$ cat src/rtl/cpu_ctrl_pkg.sv
// Shared encodings for the accumulator CPU controller: states, opcodes, sub-ops, ALU codes, mux selects.
// Pure declarations, no latency or backpressure.
package cpu_ctrl_pkg;

    typedef enum logic [3:0] {
        S_RST,
        S_FETCH0,
        S_DECODE,
        S_FETCH1,
        S_LD,
        S_ST_RD,
        S_ST_WR,
        S_ALU_RD,
        S_ALU_WB,
        S_JUMP,
        S_MISC,
        S_INC_EX,
        S_HALT
    } state_t;

    localparam logic [2:0] OP_LDA  = 3'b000;
    localparam logic [2:0] OP_STA  = 3'b001;
    localparam logic [2:0] OP_ADD  = 3'b010;
    localparam logic [2:0] OP_AND  = 3'b011;
    localparam logic [2:0] OP_JMP  = 3'b100;
    localparam logic [2:0] OP_JZ   = 3'b101;
    localparam logic [2:0] OP_JN   = 3'b110;
    localparam logic [2:0] OP_MISC = 3'b111;

    localparam logic [1:0] SUB_NOP = 2'b00;
    localparam logic [1:0] SUB_HLT = 2'b01;
    localparam logic [1:0] SUB_INC = 2'b10;
    localparam logic [1:0] SUB_RSV = 2'b11;

    localparam logic [2:0] ALU_ADD = 3'b000;
    localparam logic [2:0] ALU_AND = 3'b001;
    localparam logic [2:0] ALU_INC = 3'b010;

    localparam logic [1:0] SEL_DATA_MEM  = 2'b00;
    localparam logic [1:0] SEL_DATA_RES  = 2'b01;
    localparam logic [1:0] SEL_DATA_DREG = 2'b10;
    localparam logic [1:0] SEL_AC_DI     = 2'b00;

    // Branches only ever look at the latched flags, never the live ALU outputs.
    function automatic logic branch_taken(input logic [2:0] op, input logic zf, input logic nf);
        case (op)
            OP_JMP:  branch_taken = 1'b1;
            OP_JZ:   branch_taken = zf;
            OP_JN:   branch_taken = nf;
            default: branch_taken = 1'b0;
        endcase
    endfunction

endpackage

$ cat src/rtl/cpu_ctrl_flags.sv
// Architectural carry/zero/negative flags, each captured from the ALU when its enable is high.
// One-cycle update latency; no backpressure.
module cpu_ctrl_flags (
    input  logic clk,
    input  logic reset,
    input  logic c_in,
    input  logic z_in,
    input  logic n_in,
    input  logic c_en,
    input  logic z_en,
    input  logic n_en,
    output logic cf,
    output logic zf,
    output logic nf
);

    always_ff @(posedge clk) begin
        if (reset) begin
            cf <= 1'b0;
            zf <= 1'b0;
            nf <= 1'b0;
        end else begin
            if (c_en) cf <= c_in;
            if (z_en) zf <= z_in;
            if (n_en) nf <= n_in;
        end
    end

endmodule

$ cat src/rtl/cpu_control_unit.sv
// Multi-cycle Moore controller for the accumulator CPU datapath; CU_RETIRE_CNT_EN adds retireCount.
// Latency 3-5 cycles per instruction; no backpressure, strobes are issued unconditionally.
module cpu_control_unit
    import cpu_ctrl_pkg::*;
#(
    parameter bit TRAP_RESERVED = 1'b0
) (
    input  logic       clk,
    input  logic       reset,
    input  logic [3:0] toCU,
    input  logic [1:0] jmpCond,
    input  logic       CC,
    input  logic       ZZ,
    input  logic       NN,
    output logic       pcEn,
    output logic       selPC,
    output logic       selAddress,
    output logic       mr,
    output logic       mw,
    output logic       LSEn,
    output logic       RSEn,
    output logic       DIEn,
    output logic       wordRegEn,
    output logic       selALUsrc,
    output logic       enb,
    output logic       dataRegEn,
    output logic       resultRegEn,
    output logic       CEn,
    output logic       ZEn,
    output logic       NEn,
    output logic [1:0] selAddressAC,
    output logic [1:0] selData,
    output logic [2:0] operation,
    output logic       halted
`ifdef CU_RETIRE_CNT_EN
    ,
    output logic [15:0] retireCount
`endif
);

    state_t     state;
    state_t     next_state;
    logic [2:0] op_q;
    logic       cf;
    logic       zf;
    logic       nf;
    logic       unused;

    // Carry is architectural state but no branch tests it; toCU[0] is an address bit.
    assign unused       = ^{toCU[0], cf};
    assign wordRegEn    = 1'b0;
    assign selAddressAC = SEL_AC_DI;

    always_ff @(posedge clk) begin
        if (reset) begin
            state <= S_RST;
            op_q  <= OP_LDA;
        end else begin
            state <= next_state;
            if (state == S_FETCH0) op_q <= toCU[3:1];
        end
    end

    cpu_ctrl_flags u_flags (
        .clk   (clk),
        .reset (reset),
        .c_in  (CC),
        .z_in  (ZZ),
        .n_in  (NN),
        .c_en  (CEn),
        .z_en  (ZEn),
        .n_en  (NEn),
        .cf    (cf),
        .zf    (zf),
        .nf    (nf)
    );

    always_comb begin
        next_state  = state;
        pcEn        = 1'b0;
        selPC       = 1'b0;
        selAddress  = 1'b0;
        mr          = 1'b0;
        mw          = 1'b0;
        LSEn        = 1'b0;
        RSEn        = 1'b0;
        DIEn        = 1'b0;
        selALUsrc   = 1'b0;
        enb         = 1'b0;
        dataRegEn   = 1'b0;
        resultRegEn = 1'b0;
        CEn         = 1'b0;
        ZEn         = 1'b0;
        NEn         = 1'b0;
        selData     = SEL_DATA_MEM;
        operation   = ALU_ADD;
        halted      = 1'b0;

        case (state)
            S_RST: next_state = S_FETCH0;
            S_FETCH0: begin
                mr         = 1'b1;
                LSEn       = 1'b1;
                pcEn       = 1'b1;
                next_state = S_DECODE;
            end
            S_DECODE: begin
                DIEn       = 1'b1;
                next_state = (op_q == OP_MISC) ? S_MISC : S_FETCH1;
            end
            S_FETCH1: begin
                mr   = 1'b1;
                RSEn = 1'b1;
                pcEn = 1'b1;
                case (op_q)
                    OP_LDA:         next_state = S_LD;
                    OP_STA:         next_state = S_ST_RD;
                    OP_ADD, OP_AND: next_state = S_ALU_RD;
                    OP_JMP, OP_JZ,
                    OP_JN:          next_state = S_JUMP;
                    default:        next_state = S_FETCH0;
                endcase
            end
            S_LD: begin
                selAddress = 1'b1;
                mr         = 1'b1;
                selData    = SEL_DATA_MEM;
                enb        = 1'b1;
                next_state = S_FETCH0;
            end
            S_ST_RD: begin
                dataRegEn  = 1'b1;
                next_state = S_ST_WR;
            end
            S_ST_WR: begin
                selAddress = 1'b1;
                mw         = 1'b1;
                next_state = S_FETCH0;
            end
            S_ALU_RD: begin
                selAddress  = 1'b1;
                mr          = 1'b1;
                selALUsrc   = 1'b1;
                resultRegEn = 1'b1;
                ZEn         = 1'b1;
                NEn         = 1'b1;
                // AND leaves carry untouched.
                if (op_q == OP_ADD) begin
                    operation = ALU_ADD;
                    CEn       = 1'b1;
                end else begin
                    operation = ALU_AND;
                end
                next_state = S_ALU_WB;
            end
            S_ALU_WB: begin
                selData    = SEL_DATA_RES;
                enb        = 1'b1;
                next_state = S_FETCH0;
            end
            S_JUMP: begin
                selPC      = 1'b1;
                pcEn       = branch_taken(op_q, zf, nf);
                next_state = S_FETCH0;
            end
            S_MISC: begin
                case (jmpCond)
                    SUB_NOP: next_state = S_FETCH0;
                    SUB_HLT: next_state = S_HALT;
                    SUB_INC: begin
                        dataRegEn  = 1'b1;
                        next_state = S_INC_EX;
                    end
                    default: next_state = TRAP_RESERVED ? S_HALT : S_FETCH0;
                endcase
            end
            S_INC_EX: begin
                selALUsrc   = 1'b0;
                operation   = ALU_INC;
                resultRegEn = 1'b1;
                CEn         = 1'b1;
                ZEn         = 1'b1;
                NEn         = 1'b1;
                next_state  = S_ALU_WB;
            end
            S_HALT: halted = 1'b1;
            default: next_state = S_RST;
        endcase
    end

`ifdef CU_RETIRE_CNT_EN
    logic retire;

    // RST -> FETCH0 is a restart, not a retirement.
    assign retire = ((next_state == S_FETCH0) && (state != S_RST)) ||
                    ((next_state == S_HALT) && (state != S_HALT));

    always_ff @(posedge clk) begin
        if (reset) begin
            retireCount <= 16'd0;
        end else if (retire) begin
            retireCount <= retireCount + 16'd1;
        end
    end
`endif

endmodule

$ cat config.mk
export PLATFORM = sky130hd
export DESIGN_NAME = cpu_control_unit
export DESIGN_NICKNAME = d
export VERILOG_FILES = /design/src/rtl/cpu_ctrl_pkg.sv /design/src/rtl/cpu_ctrl_flags.sv /design/src/rtl/cpu_control_unit.sv
export SDC_FILE = /design/constraint.sdc
export NUM_CORES = 1
export LEC_CHECK = 0
export ABC_AREA = 1
export CORE_MARGIN = 1.5
export CORE_UTILIZATION = 40
export DETAILED_ROUTE_END_ITERATION = 8
export GPL_TIMING_DRIVEN = 0
export PLACE_DENSITY = 0.79
export REMOVE_ABC_BUFFERS = 1
export SLEW_MARGIN = 15
export SYNTH_ARGS = -nofsm -noshare
export SYNTH_HDL_FRONTEND = slang
export SYNTH_SLANG_ARGS = --single-unit
$ cat constraint.sdc
create_clock -name clk -period 1.3 [get_ports clk]
set_clock_uncertainty 0.05 [all_clocks]
set_input_delay 0.26 -clock clk [delete_from_list [all_inputs] [get_ports clk]]
set_output_delay 0.26 -clock clk [all_outputs]
set_load 0.05 [all_outputs]
# Word-level counts from Yosys, hierarchy flattened
# Cells that the tools add are included.
# totals
inputBits	11
elab_cells	59
out_inout_bits	24
ff_bits	9
# classes
n_reduce_logical	10
eq_ne	21
muxes	24
# op_table
operator	count
$pmux 4 s8	1
$eq 4x4->1 const B	5
$eq 4x3->1 const B	4
$pmux 4 s4	1
$mux 1	15
$eq 3x3->1 const B	4
$eq 4x2->1 const B	2
$pmux 4 s2	1
$reduce_or 2->1	4
$eq 3x2->1 const B	2
$pmux 1 s2	3
$reduce_or 3->1	2
$reduce_or 5->1	1
$eq 4x1->1 const B	1
$logic_not 4->1	1
$mux 4	1
$pmux 2 s2	1
$reduce_or 4->1	1
$eq 3x1->1 const B	1
$logic_not 3->1	1
$pmux 1 s3	1
$eq 2x1->1 const B	1
$eq 2x2->1 const B	1

# Logic depth before layout (Yosys ltp)
# Gate-level depths: netlist (run 1).
# depth
ltp_word	4
mapped_depth	8
ltp_nobuf	8

# Modules after synthesis
# From an unflattened synthesis (run 1), not the netlist that was laid out.
# unflattened
cells_unflattened	133
hier_area_um2	803.3
# modules_own_cells
module	cells_per_inst	area_each_um2	instances	seq_area_each_um2
cpu_control_unit	114	675.6	1	140.1
cpu_ctrl_flags	19	127.6	1	60.1

# Least setup slack after synthesis (run 1)
# Ideal clock, no wire load.
# synth_timing
path_type	register to output
startpoint	reg state[0]
endpoint	out pcEn
required_ns	0.990
stages_incl_launch_ff	7
slack_ns	-0.531
arrival_time_ns	1.521
n_path_buf	0
path_cell_list	dfxtp_1 inv_1 nor2_1 nand2_1 inv_1 o211ai_1 nand2_1
# synth_between
elab_chain_cells	3
word_cells_on_any_way	5
classes_between	eq/ne (3); mux (1); reduce/logical (1)
# synth_rtl
item	line_no	text
start: declaration	cpu_control_unit.sv:41	state_t state;
start signal: assignment	cpu_control_unit.sv:59	state <= next_state;
$eq 4x1->1 or $eq 4x2->1 (tied branches)	cpu_control_unit.sv:99	case (state)
$reduce_or 2->1 (no source line)	n/a	
$pmux 1 s2 *	cpu_control_unit.sv:99	
end: declaration	cpu_control_unit.sv:15	output logic pcEn,
# Mark *: on every way between the ends. The rest lies on a longest branch, timed or not.

# Worst setup path in the final report (run 1)
# layout_timing
startpoint	reg state[3]
endpoint	out mr
# layout_between
elab_chain_cells	3
word_cells_on_any_way	6
classes_between	eq/ne (4); mux (1); reduce/logical (1)
# layout_rtl
item	line_no	text
$eq 4x1->1 (tied with other cells)	cpu_control_unit.sv:99	
$reduce_or 4->1 (no source line) *	n/a	
$mux 1 *	cpu_control_unit.sv:99	
end: declaration	cpu_control_unit.sv:18	output logic mr,
# Marked as above.

==> impl_metrics.py, run 1 <==
metrics = {
    "critical_path": {
        "cp_max_fo": 4,
        "crit_path_end_kind": "primary output",
        "worstSetupPathType": "flip-flop to primary output",
        "reg2reg_from": "state[2]",
        "r2r-end": "state[1]",
        "reg2reg_slack_ps": -60,
        "rr_worst_depth": 9,
        "critPathRequiredTime_ps": 990,
        "crit_path_start_kind": "flip-flop",
        "worstPathArrival_ps": 1410,
    },
    "route": {
        "vias": 934,
        "viasPerCell": 4.79,
        "first_pass_iters": 4,
        "drt_iter0_drc": 29,
        "routed_wl_um": 2600,
        "drc": 0,
        "post_drt_wl_per_cell_um": 13.3,
        "ant_nets": 0,
    },
    "floorplanning": {
        "ios": 35,
        "initial_utilization": 0.424,
        "dieArea_um2": 2100,
        "rows": 15,
        "core-area_um2": 1730,
        "die_width_um": 45.8,
        "die_y_um": 45.8,
    },
    "sta": {
        "rsz0062_at_grt": "yes",
        "hold_viol": 0,
        "fin_crit_ps": 1720,
        "worst_slack_ps": -415,
        "whs_ps": 471,
        "setup_tns_ps": -5670,
        "slew_viol_final": 0,
        "final-setup-viol-count": 23,
        "fmax_mhz": 583,
        "period_share": 1.32,
    },
    "yosys": {
        "synth-warning-count": 0,
        "synth.top_cell.area_share": 0.246,
        "ys_ff_latch": 9,
        "synthCells": 124,
        "yosys.cell_types.count": 19,
        "synth_area_um2": 732,
        "synth_area_leaders": "dfxtp_1, nand2_1, nor2_1, inv_1, buf_4",
        "syn_avg_cell_area_um2": 5.90,
        "ys_seq_area_frac": 0.246,
        "yosysTopAreaCell": "dfxtp_1",
    },
    "clock_network": {
        "cts_sinks": 9,
        "clockRootBuffer": "clkbuf_4",
        "hold_buffers": 0,
        "cts_max_level": 1,
        "clk_pin_slew_ps": 60,
        "cts_tree": "built",
        "cts_buffers": 3,
        "worst_skew_pair.late_latency_ps": 250,
        "clock_path_buffers": 2,
    },
    "grt": {
        "grt-ovfl-total": 0,
        "grt_pass1_vias": 869,
        "grt_antenna_before_repair": 0,
        "grt_max_degree": 8,
        "grt_pass1_wl_um": 3550,
        "track_usage": 0.232,
    },
    "place": {
        "place_congestion": 0.891,
        "post-place-ws_ps": -872,
        "io_buffers": 27,
        "place_hpwl_um": 1400,
        "dpl_cell_area_um2": 996,
    },
    "status": {
        "violations": "negative setup slack",
        "outcome": "complete, but fails checks",
    },
    "final_layout": {
        "n_antenna_cell": 0,
        "final_cell_mix": "nand2_1, nor2_1, buf_6, buf_4, inv_1",
        "fill_cells": 97,
        "nets": 185,
        "mostFrequentLayoutCell": "nand2_1",
        "drive_above_1_share": 0.524,
        "fin_area_um2": 1410,
        "area_delta_synth_final_pct": 93.0,
    },
    "power_and_ir_drop": {
        "leakagePower_nw": 0.730,
        "finalPower_w": 0.00171,
        "peakVddDrop_mv": 0.714,
        "power_density_nw_per_um2": 1210,
    },
    "worst_hold_path": {
        "hp-start": "u_flags.nf",
        "hold_class": "flip-flop to flip-flop",
        "min_to": "u_flags.nf",
        "min_path_cells": 2,
    },
    "flow_run": {
        "cap_violations": 0,
    },
}
-- logic make-up after synthesis --
family | synth area share
buf+inv | 0.191
simple gates | 0.417
other cells | 0.00512
flops | 0.246
compound gates | 0.0889
fa+ha+maj | 0.0513
-- registers in the layout (all words and copies together) (netlist names) --
signal	cells
state	4
u_flags.nf	1
u_flags.zf	1
op_q	3
-- area by class of cell --
class,count,area [µm²],share of cell area
multi-input combinational,89,568,0.402
timing repair buffer,45,483,0.342
sequential,9,198,0.140
inverter,23,106,0.0753
tap,25,31.3,0.0221
clock buffer,4,26.3,0.0186
-- worst max-delay path, stage by stage (launching register included) --
cell and delay [ps]:
dfxtp_4 370, buf_4 150, nor2_4 140, nand2_1 130
o211ai_1 120, buf_4 230
-- worst max-delay path by stage --
| stage | startpoint | end | slack, ps | cells past startpoint |
|---|---|---|---|---|
| floorplan | state[0] | pcEn | -530 | 6 |
| global placement | jmpCond[0] | dataRegEn | -840 | 6 |
| detailed placement | jmpCond[0] | dataRegEn | -870 | 6 |
| CTS | state[3] | pcEn | -310 | 7 |
| global route | state[2] | mr | -460 | 5 |
| finish | state[3] | mr | -420 | 5 |
-- power by group --
group	internal, W	switching [W]	total, W
clock	0.000118	0.0000952	0.000213
combinational	0.000399	0.000661	0.00106
sequential	0.000338	0.000101	0.000439
-- Yosys cell counts --
library cell	n
a21oi_1	3
buf_4	7
clkinv_2	1
conb_1	1
dfxtp_1	9
ha_1	3
inv_1	20
inv_2	2
nand2_1	27
nand2_2	3
nand2_4	1
nand3_1	7
nand3_2	1
nor2_1	23
nor2_2	6
nor3_1	1
o211ai_1	2
o21ai_0	5
o21ai_1	2
-- stage by stage --
stage,std cells,utilization
3_3_place_gp,173,0.577
3_5_place_dp,173,0.577
5_1_grt,195,0.818
4_1_cts,189,0.733
6_report,195,0.818
2_1_floorplan,121,-
-- layer usage --
metal / track usage / up-vias / routed length, µm
met3: 0.0357 / 10 / 104
met5: 0 / - / 0
met4: 0.103 / 0 / 65
met2: 0.423 / 31 / 1440
li1: - / 455 / -
met1: 0.263 / 438 / 985
-- what timing repair did --
item                       CTS  global route
setup endpoints to repair   21            25
resized for setup          176            32
pin swaps                    9             8
setup buffers               12             6
hold endpoints to repair     0             0
(Power assumes the default switching activity.)
==> run 2, diff against run 1 <==
GPL_TIMING_DRIVEN = unset   (was 0)
TNS_END_PERCENT = 30   (was unset)
==> run 2 against run 1 <==
The flow still finishes with violations (negative setup slack). Worst setup slack got worse by 97 ps. First-iteration DRC count rose by 3.4%. Maximum frequency fell by 5.3%. Non-clock buffer count rose by 10. Register-to-register slack got worse by 40 ps. Die area did not move. Clock power rose by 10%. Global-route usage rose by 5.2 points. Sequential share of layout area fell by 1.7 points. Final cell count rose by 5.1%. Count of clock-buffer cells in the layout did not move. Critical endpoint unchanged. Largest cell class is now buffers.
==> impl_metrics.py, run 2 (synthesized netlist as in run 1, its figures left out) <==
metrics = {
    "status": {
        "outcome": "complete, but fails checks",
        "violations": "negative setup slack",
    },
    "critical_path": {
        "worstSetupPathType": "flip-flop to primary output",
        "crit_path_end_kind": "primary output",
        "worstPathArrival_ps": 1500,
        "crit_path_start_kind": "flip-flop",
        "cp_max_fo": 4,
        "critPathRequiredTime_ps": 990,
    },
    "floorplanning": {
        "core-area_um2": 1730,
        "initial_utilization": 0.424,
        "die_width_um": 45.8,
        "ios": 35,
        "dieArea_um2": 2100,
        "rows": 15,
        "die_y_um": 45.8,
    },
    "grt": {
        "grt_pass1_vias": 952,
        "grt_max_degree": 8,
        "grt_pass1_wl_um": 4230,
        "track_usage": 0.284,
        "grt-ovfl-total": 0,
        "grt_antenna_before_repair": 0,
    },
    "final_layout": {
        "area_delta_synth_final_pct": 119,
        "mostFrequentLayoutCell": "buf_4",
        "final_core_util": 0.928,
        "n_antenna_cell": 0,
        "final_cell_mix": "buf_4, nand2_1, buf_12",
        "nets": 195,
        "top_regs": "state x4, op_q x3",
        "largest_reg_flops": 4,
        "drive_above_1_share": 0.533,
        "largest_register": "state",
    },
    "sta": {
        "fmax_mhz": 552,
        "final-setup-viol-count": 26,
        "worst_slack_ps": -512,
        "rsz0062_at_grt": "yes",
        "fin_crit_ps": 1810,
        "setup_tns_ps": -6770,
        "hold_viol": 0,
        "slew_viol_final": 0,
        "period_share": 1.39,
    },
    "route": {
        "ant_nets": 0,
        "vias": 1093,
        "drt_iter0_drc": 30,
        "viasPerCell": 5.33,
        "routed_wl_um": 3570,
        "drc": 0,
        "first_pass_iters": 4,
        "post_drt_wl_per_cell_um": 17.4,
    },
    "worst_hold_path": {
        "hold_class": "flip-flop to flip-flop",
    },
    "place": {
        "io_buffers": 27,
        "place_congestion": 0.860,
        "place_hpwl_um": 1930,
    },
    "clock_network": {
        "clock_path_buffers": 2,
        "clk_pin_slew_ps": 60,
        "cts_max_level": 1,
        "worst_skew_pair.late_latency_ps": 280,
        "cts_tree": "built",
        "cts_sinks": 9,
        "clockRootBuffer": "clkbuf_4",
        "cts_buffers": 3,
    },
    "power_and_ir_drop": {
        "power_density_nw_per_um2": 1220,
        "peakVddDrop_mv": 1.21,
        "leakagePower_nw": 0.781,
    },
    "flow_run": {
        "cap_violations": 0,
    },
}
-- run 2: cell types whose count changed in the layout (fill, tap and decap cells not counted), moves of 2 or more --
cell / change
buf_12: +17
buf_4: +11
buf_6: -9
buf_8: -9
inv_2: +2
nand2_2: +3
nand2_4: -5
nor2_2: -2
nor2_4: +2
o21ai_0: -3
o21ai_1: +2
-- run 2: layout make-up --
| cell class | instances | area, µm² |
|---|---|---|
| fill | 63 | 125 |
| multi-input combinational | 89 | 558 |
| clock buffer | 4 | 26.3 |
| sequential | 9 | 196 |
| timing repair buffer | 55 | 691 |
| tap | 25 | 31.3 |
| inverter | 23 | 98.8 |
-- run 2: per-layer routing --
metal  global-route usage  share of wire
met5                    0              0
met2                0.507           0.57
met1                0.336           0.33
met3               0.0278          0.053
met4                0.137          0.046
-- run 2: path summary, 6_finish.rpt --
check        cells after the start  slack, ps  startpoint    endpoint
max                              5       -510    state[2]          mr
min reg2reg                      2        490  u_flags.zf  u_flags.zf
max reg2reg                     10       -100    state[0]    state[3]
min                              2        490  u_flags.zf  u_flags.zf
-- run 2: repair_timing --
| item | 4_1_cts | 5_1_grt |
|---|---|---|
| setup buffers | 0 | 6 |
| pin swaps | 3 | 8 |
| endpoints found under the setup margin | 25 | 28 |
| hold buffers | 0 | 0 |
| resized for setup | 34 | 31 |
-- run 2: power by group --
part | internal [W] | total, W | switching [W] | leakage, nW
logic | 0.000562 | 0.00129 | 0.000726 | 0.689
clock network | 0.000119 | 0.000235 | 0.000116 | 0.0150
registers | 0.000336 | 0.000429 | 0.0000932 | 0.0768
total | 0.00102 | 0.00195 | 0.000935 | 0.781
-- run 2: worst max-delay path: stages, from the launching register on --
cell and delay (ps):
dfxtp_4 410, inv_4 50, nor2_4 180, inv_2 60, o211ai_1 290, clkbuf_16 230
-- run 2: per-stage QoR --
stage                     worst slack, ps  cells  hold slack, ps  total power (W)  instance area, µm²
after detailed placement             -274    195             483          0.00138                1350
final                                -512    205             491          0.00195                1600
after floorplan                      -531    121             279         0.000873                 694
after global routing                 -546    205             509          0.00202                1600
after global placement               -250    195             447          0.00134                1350
after CTS                            -371    199             477          0.00172                1470
==> run 3, diff against run 2 <==
CORE_ASPECT_RATIO = 0.9   (was unset)
CORE_UTILIZATION = 43   (was 40)
PLACE_DENSITY = 0.84   (was 0.79)
clock period = 2.3 ns   (was 1.3 ns; I/O delays follow)
==> run 3 against run 2 <==
Worst setup slack better by 790 ps. Critical path depth increased by 2. Highest routed layer is now met3. Wire length is 52% lower. The flow now finishes without violations. First-iteration DRC count down 80%. Register-to-register slack improved by 1100 ps. Largest cell class is now multi-input combinational cells.
==> impl_metrics.py, run 3 (synthesized netlist as in run 1, its figures left out) <==
metrics = {
    "status": {
        "outcome": "finished, final reports clean",
    },
    "floorplanning": {
        "ios": 35,
        "core-area_um2": 1510,
        "initial_utilization": 0.484,
        "dieArea_um2": 1960,
        "rows": 13,
        "die_y_um": 42.1,
        "die_width_um": 46.5,
    },
    "sta": {
        "fin_crit_ps": 2020,
        "rsz0062_at_grt": "no",
        "period_share": 0.880,
        "final-setup-viol-count": 0,
        "hold_viol": 0,
        "setup_tns_ps": 0,
        "fmax_mhz": 494,
        "slew_viol_final": 0,
    },
    "place": {
        "place_inst": 170,
        "io_buffers": 27,
        "place_congestion": 0.891,
        "place_hpwl_um": 1450,
    },
    "route": {
        "drc": 0,
        "viasPerCell": 4.54,
        "vias": 790,
        "first_pass_iters": 4,
        "routed_wl_um": 1710,
        "post_drt_wl_per_cell_um": 9.85,
        "drt_iter0_drc": 6,
        "ant_nets": 0,
    },
    "critical_path": {
        "worstPathArrival_ps": 1510,
        "critPathRequiredTime_ps": 1790,
        "crit_path_end_kind": "primary output",
        "cp_max_fo": 5,
        "crit_path_start_kind": "flip-flop",
        "reg2reg_from": "state[0]",
        "worstSetupPathType": "flip-flop to primary output",
        "cp-startpoint": "state[0]",
    },
    "grt": {
        "grt_use_met2": 0.339,
        "gr-usage-met1": 0.257,
        "busiest_layer": "met2",
        "met3_usage": 0.0172,
        "grt-ovfl-total": 0,
        "grt_pass1_vias": 681,
        "grt_pass1_wl_um": 2950,
        "grt_max_degree": 8,
        "grt_antenna_before_repair": 0,
        "track_usage": 0.194,
    },
    "final_layout": {
        "largest_reg_flops": 4,
        "n_antenna_cell": 0,
        "stdcell_count": 174,
        "final_cell_mix": "nand2_1, nor2_1, inv_1",
        "fill_cells": 148,
        "mostFrequentLayoutCell": "nand2_1",
        "nets": 167,
        "area_delta_synth_final_pct": 37.8,
        "drive_above_1_share": 0.237,
        "largest_register": "state",
        "top_regs": "state x4, op_q x3",
    },
    "power_and_ir_drop": {
        "power_density_nw_per_um2": 727,
        "finalPower_w": 0.000734,
        "leakagePower_nw": 0.577,
        "peakVddDrop_mv": 0.541,
    },
    "clock_network": {
        "post-cts-setup-buffers": 0,
        "cts_max_level": 1,
        "cts_buffers": 3,
        "clk_pin_slew_ps": 70,
        "cts_tree": "built",
        "cts_sinks": 9,
        "hold_buffers": 0,
        "cts_resized": 0,
        "clock_path_buffers": 2,
        "worst_skew_pair.late_latency_ps": 250,
        "clockRootBuffer": "clkbuf_4",
    },
    "worst_hold_path": {
        "hold_class": "flip-flop to flip-flop",
        "hp-start": "u_flags.nf",
    },
    "flow_run": {
        "cap_violations": 0,
    },
}
==> run 3: changes by cell type in the layout (fill, tap and decap cells not counted), moves of 4 or more <==
cell     before  now
inv_2         9    2
nor2_4        9    0
nor2_1       16   23
buf_4        24   16
buf_12       18    3
o21ai_0       1    5
buf_6         4    0
dfxtp_1       4    9
inv_1        10   20
nand2_2       8    3
nand2_1      19   27
dfxtp_4       4    0
==> run 3: layout make-up <==
type	instances	area [µm²]	area share
clock buffer	4	26.3	0.0261
inverter	23	87.6	0.0868
multi-input combinational	89	427	0.423
sequential	9	180	0.179
tap	22	27.5	0.0273
timing repair buffer	27	260	0.258
==> run 3: report_power, final <==
group	leakage (nW)	internal, W	switching (W)
clock	0.0150	0.0000666	0.0000545
sequential	0.0737	0.000184	0.0000352
combinational	0.489	0.000124	0.000270
total	0.577	0.000374	0.000360
==> run 3: final timing paths <==
check	end	slack, ps	depth (start not counted)
max	pcEn	280	7
min	u_flags.nf	490	2
max reg2reg	op_q[1]	950	5
min reg2reg	u_flags.nf	490	2
==> run 3: metrics by stage <==
stage	worst slack [ps]	utilization	area, µm²	hold WS [ps]
2_1_floorplan	269	-	694	428
3_3_place_gp	306	0.649	982	445
3_5_place_dp	286	0.649	982	481
4_1_cts	288	0.667	1010	496
5_1_grt	176	0.667	1010	534
6_report	276	0.667	1010	490
==> run 3: layer usage <==
layer / up-vias / part of all wire
met1: 341 / 0.46
met3: 0 / 0.051
met5: - / 0
met2: 25 / 0.49
li1: 424 / -
met4: 0 / 0
==> run 3: critical path, cell delays in order (launching register included) <==
cell and delay [ps]:
dfxtp_1 400, inv_1 80, nor2_1 230, nand2_1 110, inv_1 90, o211ai_1 80
nand2_1 120, buf_12 140
